`src/rtl/load_store_pkg.sv`:
```
// rtl/load_store_pkg.sv - Order encodings and FSM state type for the load/store pipe.
package load_store_pkg;

  localparam logic [1:0] ORDER_BYTE = 2'b00;
  localparam logic [1:0] ORDER_HALF = 2'b01;
  localparam logic [1:0] ORDER_WORD = 2'b10;
  localparam logic [1:0] ORDER_NONE = 2'b11;

  typedef enum logic [1:0] {
    IDLE = 2'd0,
    REQ  = 2'd1,
    WAIT = 2'd2,
    DONE = 2'd3
  } ldst_state_t;

endpackage

```
`src/rtl/load_store_read_align.sv`:
```
// rtl/load_store_read_align.sv - Big-endian lane select and zero-extension of a read word.
module load_store_read_align
  import load_store_pkg::*;
(
  input  logic [1:0]  order,
  input  logic [1:0]  addr_lo,
  input  logic [31:0] word,
  output logic [31:0] result
);

  // Byte offset 0 lives in bits 31:24; addr_lo[0] is a don't-care for halves.
  always_comb begin
    result = '0;
    case (order)
      ORDER_BYTE: begin
        case (addr_lo)
          2'd0:    result = {24'd0, word[31:24]};
          2'd1:    result = {24'd0, word[23:16]};
          2'd2:    result = {24'd0, word[15:8]};
          default: result = {24'd0, word[7:0]};
        endcase
      end
      ORDER_HALF: result = addr_lo[1] ? {16'd0, word[15:0]} : {16'd0, word[31:16]};
      ORDER_WORD: result = word;
      default:    result = '0;
    endcase
  end

endmodule

```
`src/rtl/load_store_pipe.sv`:
```
// rtl/load_store_pipe.sv - Single-outstanding load/store engine between the arbiter and data memory.
module load_store_pipe
  import load_store_pkg::*;
(
  input  logic        iCLOCK,
  input  logic        iRESET_SYNC,
  input  logic        iLDST_REQ,
  output logic        oLDST_BUSY,
  input  logic [1:0]  iLDST_ORDER,
  input  logic [3:0]  iLDST_MASK,
  input  logic        iLDST_RW,
  input  logic [31:0] iLDST_ADDR,
  input  logic [31:0] iLDST_DATA,
  output logic        oLDST_VALID,
  output logic [31:0] oLDST_DATA,
  output logic        oDATA_REQ,
  input  logic        iDATA_BUSY,
  output logic [1:0]  oDATA_ORDER,
  output logic [3:0]  oDATA_MASK,
  output logic        oDATA_RW,
  output logic [31:0] oDATA_ADDR,
  output logic [31:0] oDATA_DATA,
  input  logic        iDATA_VALID,
  input  logic [31:0] iDATA_DATA
);

  ldst_state_t state;
  ldst_state_t state_next;

  logic [1:0]  order_q;
  logic [3:0]  mask_q;
  logic        rw_q;
  logic [31:0] addr_q;
  logic [31:0] data_q;
  logic [31:0] result_q;
  logic [31:0] aligned;

  logic accept;
  logic mem_taken;
  logic rdata_take;

  assign accept     = (state == IDLE) && iLDST_REQ;
  assign mem_taken  = (state == REQ) && !iDATA_BUSY;
  assign rdata_take = (state == WAIT) && iDATA_VALID;

  always_ff @(posedge iCLOCK) begin
    if (iRESET_SYNC) begin
      state <= IDLE;
    end else begin
      state <= state_next;
    end
  end

  always_comb begin
    state_next = state;
    case (state)
      IDLE: begin
        if (iLDST_REQ) begin
          state_next = (iLDST_ORDER == ORDER_NONE) ? DONE : REQ;
        end
      end
      REQ: begin
        if (!iDATA_BUSY) begin
          state_next = rw_q ? DONE : WAIT;
        end
      end
      WAIT: begin
        if (iDATA_VALID) begin
          state_next = DONE;
        end
      end
      default: state_next = IDLE;
    endcase
  end

  always_comb begin
    oLDST_BUSY  = (state != IDLE);
    oDATA_REQ   = (state == REQ);
    oLDST_VALID = (state == DONE);
  end

  // Holding registers only load in IDLE, so a request held high while busy is ignored.
  always_ff @(posedge iCLOCK) begin
    if (iRESET_SYNC) begin
      order_q <= '0;
      mask_q  <= '0;
      rw_q    <= 1'b0;
      addr_q  <= '0;
      data_q  <= '0;
    end else if (accept) begin
      order_q <= iLDST_ORDER;
      mask_q  <= iLDST_MASK;
      rw_q    <= iLDST_RW;
      addr_q  <= iLDST_ADDR;
      data_q  <= iLDST_DATA;
    end
  end

  load_store_read_align u_read_align (
    .order   (order_q),
    .addr_lo (addr_q[1:0]),
    .word    (iDATA_DATA),
    .result  (aligned)
  );

  // Result is registered so iDATA_* never reaches oLDST_DATA combinationally.
  always_ff @(posedge iCLOCK) begin
    if (iRESET_SYNC) begin
      result_q <= '0;
    end else if (accept && (iLDST_ORDER == ORDER_NONE)) begin
      result_q <= '0;
    end else if (mem_taken && rw_q) begin
      result_q <= '0;
    end else if (rdata_take) begin
      result_q <= aligned;
    end
  end

  assign oLDST_DATA  = result_q;
  assign oDATA_ORDER = order_q;
  assign oDATA_MASK  = mask_q;
  assign oDATA_RW    = rw_q;
  assign oDATA_ADDR  = {addr_q[31:2], 2'b00};
  assign oDATA_DATA  = data_q;

endmodule

```
`config.mk`:
```
export PLATFORM = sky130hd
export DESIGN_NAME = load_store_pipe
export DESIGN_NICKNAME = d
export VERILOG_FILES = /design/src/rtl/load_store_pkg.sv /design/src/rtl/load_store_read_align.sv /design/src/rtl/load_store_pipe.sv
export SDC_FILE = /design/constraint.sdc
export NUM_CORES = 1
export LEC_CHECK = 0
export CORE_MARGIN = 4
export CORE_UTILIZATION = 37
export DETAILED_ROUTE_END_ITERATION = 12
export GPL_ROUTABILITY_DRIVEN = 0
export GPL_TIMING_DRIVEN = 0
export PLACE_DENSITY = 0.85
export SETUP_SLACK_MARGIN = 0.15
export SYNTH_ARGS = -nofsm -noshare
export SYNTH_HDL_FRONTEND = slang
export SYNTH_SLANG_ARGS = --single-unit
```
`constraint.sdc`:
```
create_clock -name iCLOCK -period 1.65 [get_ports iCLOCK]
set_input_delay 0.4125 -clock iCLOCK [delete_from_list [all_inputs] [get_ports iCLOCK]]
set_output_delay 0.4125 -clock iCLOCK [all_outputs]
set_load 0.005 [all_outputs]
```
==> flow_summary.ini, run 1 <==
[floorplanning]
num_io_pins = 214
core-area_sq_um = 11470
die_x_microns = 116.5
std_cell_rows = 39
die_h_microns = 116.5
start_util_pct = 37.96
fp.dieArea_sq_um = 13560

[setup_path]
crit_path_start = state[0]
worstSetupPathType = register to register
r2r_slack_ns = -0.04
cp-endpoint = oLDST_DATA[15]
critPathArrivalTime_ns = 1.93
crit_path_max_fanout = 7
ff2ff_path_depth = 10
cp-end-kind = register
reg2reg_from = state[0]
required_ns = 1.89
critPathLaunchType = register
rr_endpoint = oLDST_DATA[15]

[clock_network]
htreeDepth = 3
cts_hold_buf = 0
clk_pin_slew_ns = 0.07
cts_root_buffer = clkbuf_16
numCtsBuffers = 9
worstSkewPairLatency_ns = 0.35
cts_tree = done
cts_buffer_depth = 2
clock-sinks = 105

[synth]
synth_fa_ha_area_share_pct = 1.150
synth_compound_area_share_pct = 17.36
synthesis.area_sq_um = 4353
synth-seq-area-share_pct = 48.29
synth-simple-area-share_pct = 18.77
ys_seq_elements = 105
synth_xor_area_share_pct = 0
avgSynthCellArea_sq_um = 8.260
yosys_warnings = 0
synth_mux_area_share_pct = 4.110
synth_top_family_by_area = simple AND/OR/NAND/NOR gates
netlist_instances = 527
synth_cell_types = 28

[placement]
hpwl_microns = 10930
dpl.cell_count = 882
numPortBuffers = 211
placed_area_sq_um = 6718

[flow_run]
maxCapViolCount = 0

[final_layout]
final_cell_mix = nand2_1, clkdlybuf4s50_1, dlygate4sd2_1
final_common_cell = nand2_1
area_growth_pct = 79.76
drive_above_1_share_pct = 33.80
design_area_sq_um = 7825
nNetsFinal = 885
n_antenna_cell = 0
n_fill_cell = 845
final_cells = 921

[drt]
dr.first_iter.drc_count = 178
via_count = 4595
remaining_drc_errors = 0
antenna_left = 0
drt_first_pass_iters = 4
wl_microns = 15970
avgViaCountPerCell = 4.989
wire_per_inst_microns = 17.34

[sta]
drv_slew = 0
relSlewSlack_pct = 65.10
whs_ns = 0.4519
finalSetupViolCount = 16
rsz0062_at_grt = yes
period_needed_ns = 1.694
timing.fmax_mhz = 590.3
fin_crit_sh_pct = 102.7
finalWorstSetupSlack_ns = -0.04413
worst_pin_slew_ns = 0.5216
clock-skew-final_ns = 0.004259
final_hold_viol_count = 0
tns_ns = -0.2924

[global_routing]
grtUsageTotal_pct = 21.85
antenna_found_initial = 0
grt_pass1_wl_microns = 22890
grt_pass1_vias = 4629
grt_overflow = 0
grt_max_degree = 18

[run_status]
status = finished, violations left
violations = setup timing

[pwr]
total_power_mw = 9.530
ir_drop_v = 0.0009855
p_per_area_nw_per_um2 = 1218
power_leakage_nw = 3.406

[hold_path]
min_from = oDATA_DATA[6]
worstHoldPathType = register to register
==> what timing repair did <==
action,CTS,global route
pin swaps,29,22
setup buffers,12,3
gates resized for setup,236,114
gates cloned,4,4
setup endpoints to repair,208,115
==> Yosys cell counts <==
cell / instances / share of area, %
a211oi_1: 1 / 0.17
a21oi_1: 89 / 10
a221o_1: 7 / 1.6
a22oi_1: 25 / 4.3
a311o_1: 1 / 0.23
a31oi_1: 2 / 0.29
and2_1: 3 / 0.43
buf_1: 1 / 0.086
buf_2: 7 / 0.80
buf_4: 33 / 5.7
buf_6: 4 / 1.0
clkbuf_1: 23 / 2.0
clkbuf_2: 1 / 0.11
conb_1: 1 / 0.086
dfxtp_1: 105 / 48
ha_1: 4 / 1.1
inv_1: 6 / 0.52
mux2_2: 15 / 3.9
mux2i_1: 1 / 0.23
nand2_1: 155 / 13
nor2_1: 29 / 2.5
nor2b_4: 1 / 0.32
nor3_1: 1 / 0.11
nor3_2: 7 / 1.6
nor3b_2: 1 / 0.29
o21ai_0: 1 / 0.11
o221ai_1: 2 / 0.40
or3_1: 1 / 0.14
==> through the flow <==
step	util, %	worst slack (ns)
final	68.24	-0.04413
after global routing	68.24	-0.08656
after CTS	64.45	-0.03624
after detailed placement	58.58	-0.6007
after global placement	58.58	-0.6115
after floorplan	-	0.1479
==> sequential cells by signal (all words and copies together) (netlist names) <==
name,flops
oDATA_DATA,32
oLDST_DATA,32
addr_q,32
state,2
oDATA_RW,1
oDATA_ORDER,2
oDATA_MASK,4
==> kinds of logic after synthesis <==
logic type      Yosys count
mux                      16
flops                   105
simple gates            198
compound gates          128
other cells               1
buf+inv                  75
fa+ha+maj                 4
==> routing by layer <==
metal | GRT usage (%) | share of wire [%] | vias to the layer above
met5 | 0 | 0 | -
met4 | 11.91 | 4.2 | 0
met3 | 10.41 | 12 | 44
met2 | 37.30 | 50 | 198
met1 | 21.95 | 35 | 2131
li1 | - | - | 2222
==> worst min-delay path by stage <==
| stage | endpoint | slack (ns) | depth (start not counted) |
|---|---|---|---|
| after floorplan | addr_q[10] | 0.44 | 2 |
| after global placement | oLDST_DATA[8] | 0.44 | 2 |
| after detailed placement | oDATA_DATA[27] | 0.45 | 2 |
| after CTS | oDATA_DATA[11] | 0.45 | 2 |
| after global routing | addr_q[16] | 0.47 | 2 |
| final | oDATA_DATA[6] | 0.45 | 2 |
==> critical path: stages, from the launching register on <==
cell	delay, ns
dfxtp_4	0.37
inv_4	0.05
buf_12	0.11
ha_4	0.15
and2_4	0.13
buf_8	0.11
and2_4	0.13
buf_8	0.14
buf_8	0.13
a22oi_2	0.19
a21oi_2	0.07
==> where the power goes <==
group	switching [mW]	internal, mW	total [mW]
logic	1.95	2.21	4.16
registers	0.231	2.96	3.19
clock network	0.994	1.18	2.17
total	3.18	6.35	9.53
==> layout make-up <==
class / count / area [sq um] / share of cell area (%)
timing repair buffer: 234 / 2295 / 29.33
inverter: 6 / 30.03 / 0.3838
clock buffer: 10 / 229.0 / 2.926
multi-input combinational: 348 / 2272 / 29.04
tap: 143 / 178.9 / 2.287
clock inverter: 6 / 68.82 / 0.8794
sequential: 105 / 2146 / 27.42
buffer: 69 / 605.6 / 7.739
Power figures use the tool's default switching activity.
==> run 2: changes to the inputs <==
--- a/config.mk
+++ b/config.mk
@@ -5,12 +5,13 @@
 export SDC_FILE = /design/constraint.sdc
 export NUM_CORES = 1
 export LEC_CHECK = 0
+export CAP_MARGIN = 0
 export CORE_MARGIN = 4
-export CORE_UTILIZATION = 37
+export CORE_UTILIZATION = 44
 export DETAILED_ROUTE_END_ITERATION = 12
 export GPL_ROUTABILITY_DRIVEN = 0
 export GPL_TIMING_DRIVEN = 0
-export PLACE_DENSITY = 0.85
+export PLACE_DENSITY = 0.94
 export SETUP_SLACK_MARGIN = 0.15
 export SYNTH_ARGS = -nofsm -noshare
 export SYNTH_HDL_FRONTEND = slang
==> constraint.sdc (replaced) <==
create_clock -name iCLOCK -period 2 [get_ports iCLOCK]
set_input_delay 0.5 -clock iCLOCK [delete_from_list [all_inputs] [get_ports iCLOCK]]
set_output_delay 0.5 -clock iCLOCK [all_outputs]
set_load 0.005 [all_outputs]
==> flow_summary.ini, run 2 (synthesis gave the netlist of run 1 again) <==
[run_status]
status = completed

[drt]
dr.first_iter.drc_count = 217
antenna_left = 0
avgViaCountPerCell = 5.118
via_count = 4555
drt_first_pass_iters = 5
wl_microns = 14890
wire_per_inst_microns = 16.73
remaining_drc_errors = 0

[final_layout]
final_common_cell = clkdlybuf4s50_1
nNetsFinal = 866
design_area_sq_um = 6967
drive_above_1_share_pct = 15.19
seqCellArea_sq_um = 2127
multiInputGateArea_sq_um = 1846
n_fill_cell = 714
postLayoutCoreUtil_pct = 71.94
final_cell_mix = clkdlybuf4s50_1, nand2_1, a21oi_1, dfxtp_1, buf_4
area_growth_pct = 60.05
n_antenna_cell = 0

[sta]
whs_ns = 0.4565
final_hold_viol_count = 0
worst_pin_slew_ns = 0.5676
finalSetupViolCount = 0
fin_crit_sh_pct = 92.05
relSlewSlack_pct = 62.16
clock-skew-final_ns = 0.01430
drv_slew = 0
period_needed_ns = 1.841
rsz0062_at_grt = yes
timing.fmax_mhz = 543.2

[clock_network]
cts_root_buffer = clkbuf_8
cts_tree = done
numCtsBuffers = 9
cts_buffer_depth = 2
htreeDepth = 3
cts_hold_buf = 0
worstSkewPairLatency_ns = 0.36
clock-sinks = 105
clk_pin_slew_ns = 0.09

[global_routing]
grt_overflow = 0
grt_max_degree = 17
grt_pass1_vias = 4910
antenna_found_initial = 0
grtUsageTotal_pct = 25.17
grt_pass1_wl_microns = 23140

[floorplanning]
core-area_sq_um = 9684
die_h_microns = 107.5
fp.dieArea_sq_um = 11550
start_util_pct = 44.95
std_cell_rows = 36
die_x_microns = 107.5
num_io_pins = 214

[placement]
placed_area_sq_um = 6635
numPortBuffers = 211
hpwl_microns = 11610

[setup_path]
crit_path_max_fanout = 3
cp-end-kind = output port
worstSetupPathType = register to output port
required_ns = 1.50
critPathArrivalTime_ns = 1.34
critPathLaunchType = register

[pwr]
p_per_area_nw_per_um2 = 961.0
ir_drop_v = 0.0005810
power_leakage_nw = 2.743

[hold_path]
worstHoldPathType = register to register

[flow_run]
maxCapViolCount = 0
## run 2: changes by cell type in the layout (fill, tap and decap cells not counted), sizes merged, moves of 3 or more
cell / change
clkbuf: +11
clkdlybuf4s15: -7
buf: -33
clkinvlp: -3
dlygate4sd2: -92
dlymetal6s2s: +7
clkdlybuf4s50: +94
## run 2: per-stage QoR
step | instances | TNS [ns] | power, mW | worst slack (ns)
after CTS | 887 | 0 | 6.618 | 0.1037
after global placement | 872 | -9.469 | 5.105 | -0.2427
final | 890 | 0 | 6.695 | 0.1590
after global routing | 890 | 0 | 7.084 | 0.1048
after floorplan | 528 | 0 | 3.934 | 0.3148
after detailed placement | 872 | -16.83 | 5.229 | -0.3265
## run 2: repair_timing
| action | CTS | global route |
|---|---|---|
| setup endpoints to repair | 47 | 98 |
| gates resized for setup | 14 | 37 |
| pin swaps | 1 | 1 |
| gates cloned | 0 | 1 |
| setup buffers | 1 | 2 |
## run 2: path summary, 6_finish.rpt
check / startpoint / slack [ns] / cells past startpoint / to
min: oLDST_DATA[8] / 0.46 / 2 / oLDST_DATA[8]
min reg2reg: oLDST_DATA[8] / 0.46 / 2 / oLDST_DATA[8]
max: state[0] / 0.16 / 3 / oDATA_REQ
max reg2reg: state[0] / 0.19 / 7 / oLDST_DATA[3]
## run 2: cell type report
class / count / share of cell area [%]
inverters: 6 / 0.3233
flip-flops and latches: 105 / 30.53
multi-input cells: 348 / 26.49
plain buffers: 69 / 6.376
well taps: 133 / 2.389
repair buffers: 215 / 30.94
clock buffers: 9 / 1.778
clock inverters: 5 / 1.167
## run 2: report_power, final
part / total [mW] / switching, mW / internal (mW)
clock: 1.41 / 0.712 / 0.695
combinational: 2.66 / 1.31 / 1.35
sequential: 2.63 / 0.189 / 2.44
## run 2: critical path, cell delays in order, from the launching register on
cell	delay (ns)
dfxtp_4	0.36
buf_4	0.13
ha_1	0.22
dlygate4sd2_1	0.28
## run 2: per-layer routing
metal	share of wire (%)	vias to the layer above	routed length, microns	track usage [%]
met3	11	34	1639	10.32
met1	36	2104	5315	25.92
met2	51	243	7540	45.71
met5	0	-	0	0
met4	2.7	0	395	9.017
li1	-	2174	-	-
==> run 3: changes to the inputs <==
--- a/config.mk
+++ b/config.mk
@@ -6,12 +6,14 @@
 export NUM_CORES = 1
 export LEC_CHECK = 0
 export CAP_MARGIN = 0
+export CELL_PAD_IN_SITES_DETAIL_PLACEMENT = 0
+export CELL_PAD_IN_SITES_GLOBAL_PLACEMENT = 1
 export CORE_MARGIN = 4
-export CORE_UTILIZATION = 44
+export CORE_UTILIZATION = 30
 export DETAILED_ROUTE_END_ITERATION = 12
 export GPL_ROUTABILITY_DRIVEN = 0
 export GPL_TIMING_DRIVEN = 0
-export PLACE_DENSITY = 0.94
+export PLACE_DENSITY = 0.92
 export SETUP_SLACK_MARGIN = 0.15
 export SYNTH_ARGS = -nofsm -noshare
 export SYNTH_HDL_FRONTEND = slang
==> flow_summary.ini, run 3 (synthesis gave the netlist of run 1 again) <==
[pwr]
p_per_area_nw_per_um2 = 976.0
ir_drop_v = 0.0007310
power_leakage_nw = 2.702
total_power_mw = 6.918

[sta]
timing.fmax_mhz = 554.9
final_hold_viol_count = 0
worst_pin_slew_ns = 0.5606
clock-skew-final_ns = 0.009250
whs_ns = 0.4509
drv_slew = 0
period_needed_ns = 1.802
rsz0062_at_grt = no
fin_crit_sh_pct = 90.10
finalSetupViolCount = 0
relSlewSlack_pct = 62.42

[setup_path]
worstSetupPathType = register to output port
crit_slowest_cell = clkdlybuf4s50_1
cp-end-kind = output port
ff2ff_path_depth = 7
max_stage_delay_ns = 0.52
rr_endpoint = oLDST_DATA[6]
required_ns = 1.50
reg2reg_from = state[0]
path_cells = buf_4, clkdlybuf4s50_1
crit_path_max_fanout = 2
critPathArrivalTime_ns = 1.30
r2r_slack_ns = 0.24
cp_top_family = buffers and inverters
critPathLaunchType = register
crit_buf_inv = 2

[run_status]
status = completed

[floorplanning]
fp.dieArea_sq_um = 16500
core-area_sq_um = 14040
die_h_microns = 128.5
num_io_pins = 214
start_util_pct = 31.00
die_x_microns = 128.5
std_cell_rows = 43

[clock_network]
cts_root_buffer = clkbuf_16
cts_tree = done
cts_buffer_depth = 2
numCtsBuffers = 9
worstSkewPairLatency_ns = 0.35
clock-sinks = 105
cts_hold_buf = 0
clk_pin_slew_ns = 0.07
htreeDepth = 3

[final_layout]
n_fill_cell = 1366
final_cell_mix = clkdlybuf4s50_1, nand2_1, dfxtp_1
design_area_sq_um = 7088
n_antenna_cell = 0
area_growth_pct = 62.83
postLayoutCoreUtil_pct = 50.48
multiInputGateArea_sq_um = 1848
seqCellArea_sq_um = 2116
nNetsFinal = 865
drive_above_1_share_pct = 14.25
final_common_cell = clkdlybuf4s50_1

[hold_path]
hold_end = addr_q[9]
min_path_cells = 2
min_from = addr_q[9]
worstHoldPathType = register to register

[drt]
antenna_left = 0
via_count = 4289
avgViaCountPerCell = 4.572
wire_per_inst_microns = 15.34
remaining_drc_errors = 0
wl_microns = 14390
dr.first_iter.drc_count = 198
drt_first_pass_iters = 4

[placement]
numPortBuffers = 211
placed_area_sq_um = 6694
hpwl_microns = 10810

[global_routing]
grt_overflow = 0
grtUsageTotal_pct = 16.86
grt_max_degree = 17
grt_pass1_wl_microns = 21910
grt_pass1_vias = 4112
antenna_found_initial = 0

[flow_run]
maxCapViolCount = 0
run 3: cell types whose count changed in the layout (fill, tap and decap cells not counted), sizes merged:
| cell | previous run | this run |
|---|---|---|
| buf | 47 | 48 |
| clkinv | 1 | 4 |
| bufinv | 2 | 0 |
| inv | 7 | 6 |
| dlymetal6s2s | 8 | 4 |
| clkdlybuf4s50 | 200 | 204 |
run 3: through the flow:
| step | std cells | TNS (ns) | worst slack (ns) |
|---|---|---|---|
| global route | 938 | 0 | 0.1481 |
| global placement | 919 | -15.74 | -0.2807 |
| finish | 938 | 0 | 0.1980 |
| floorplan | 528 | 0 | 0.3148 |
| detailed placement | 919 | -17.46 | -0.2779 |
| CTS | 935 | 0 | 0.09662 |
run 3: where the power goes:
| group | total, mW | switching [mW] | internal, mW |
|---|---|---|---|
| Combinational | 2.63 | 1.26 | 1.37 |
| Sequential | 2.62 | 0.185 | 2.43 |
| Clock | 1.67 | 0.797 | 0.876 |
| Total | 6.92 | 2.24 | 4.68 |
run 3: worst min-delay path, cell delays in order (launching register included):
cell	delay, ns
dfxtp_2	0.32
nand2_1	0.05
a21oi_1	0.05
run 3: how the worst max path moves through the flow:
| stage | from | end | slack [ns] | depth (start not counted) |
|---|---|---|---|---|
| 5_1_grt | state[0] | oLDST_DATA[13] | 0.15 | 9 |
| 3_3_place_gp | iDATA_VALID | oLDST_DATA[25] | -0.28 | 6 |
| 3_5_place_dp | iDATA_VALID | oLDST_DATA[25] | -0.28 | 6 |
| 4_1_cts | state[0] | oLDST_BUSY | 0.1 | 4 |
| 6_report | addr_q[22] | oDATA_ADDR[22] | 0.20 | 2 |
| 2_1_floorplan | state[0] | oLDST_DATA[2] | 0.31 | 7 |
run 3: cell type report:
class	instances	area share (%)
Buffer	69	6.302
Clock buffer	11	3.425
Clock inverter	5	0.4413
Inverter	6	0.3177
Multi-Input combinational cell	348	26.07
Sequential cell	105	29.85
Tap cell	180	3.177
Timing Repair Buffer	214	30.41
run 3: what timing repair did:
item / in CTS / in global routing
gates resized for setup: 14 / 32
hold endpoints to repair: 0 / 0
gates cloned: 0 / 2
setup endpoints to repair: 36 / 77
pin swaps: 1 / 1
setup buffers: 0 / 1
run 3: metal layers:
| metal | routed length (microns) | vias to the layer above | global-route usage [%] |
|---|---|---|---|
| met4 | 175 | 0 | 3.808 |
| li1 | - | 2182 | - |
| met5 | 0 | - | 0 |
| met2 | 6768 | 171 | 27.86 |
| met1 | 5779 | 1925 | 19.45 |
| met3 | 1665 | 11 | 8.800 |
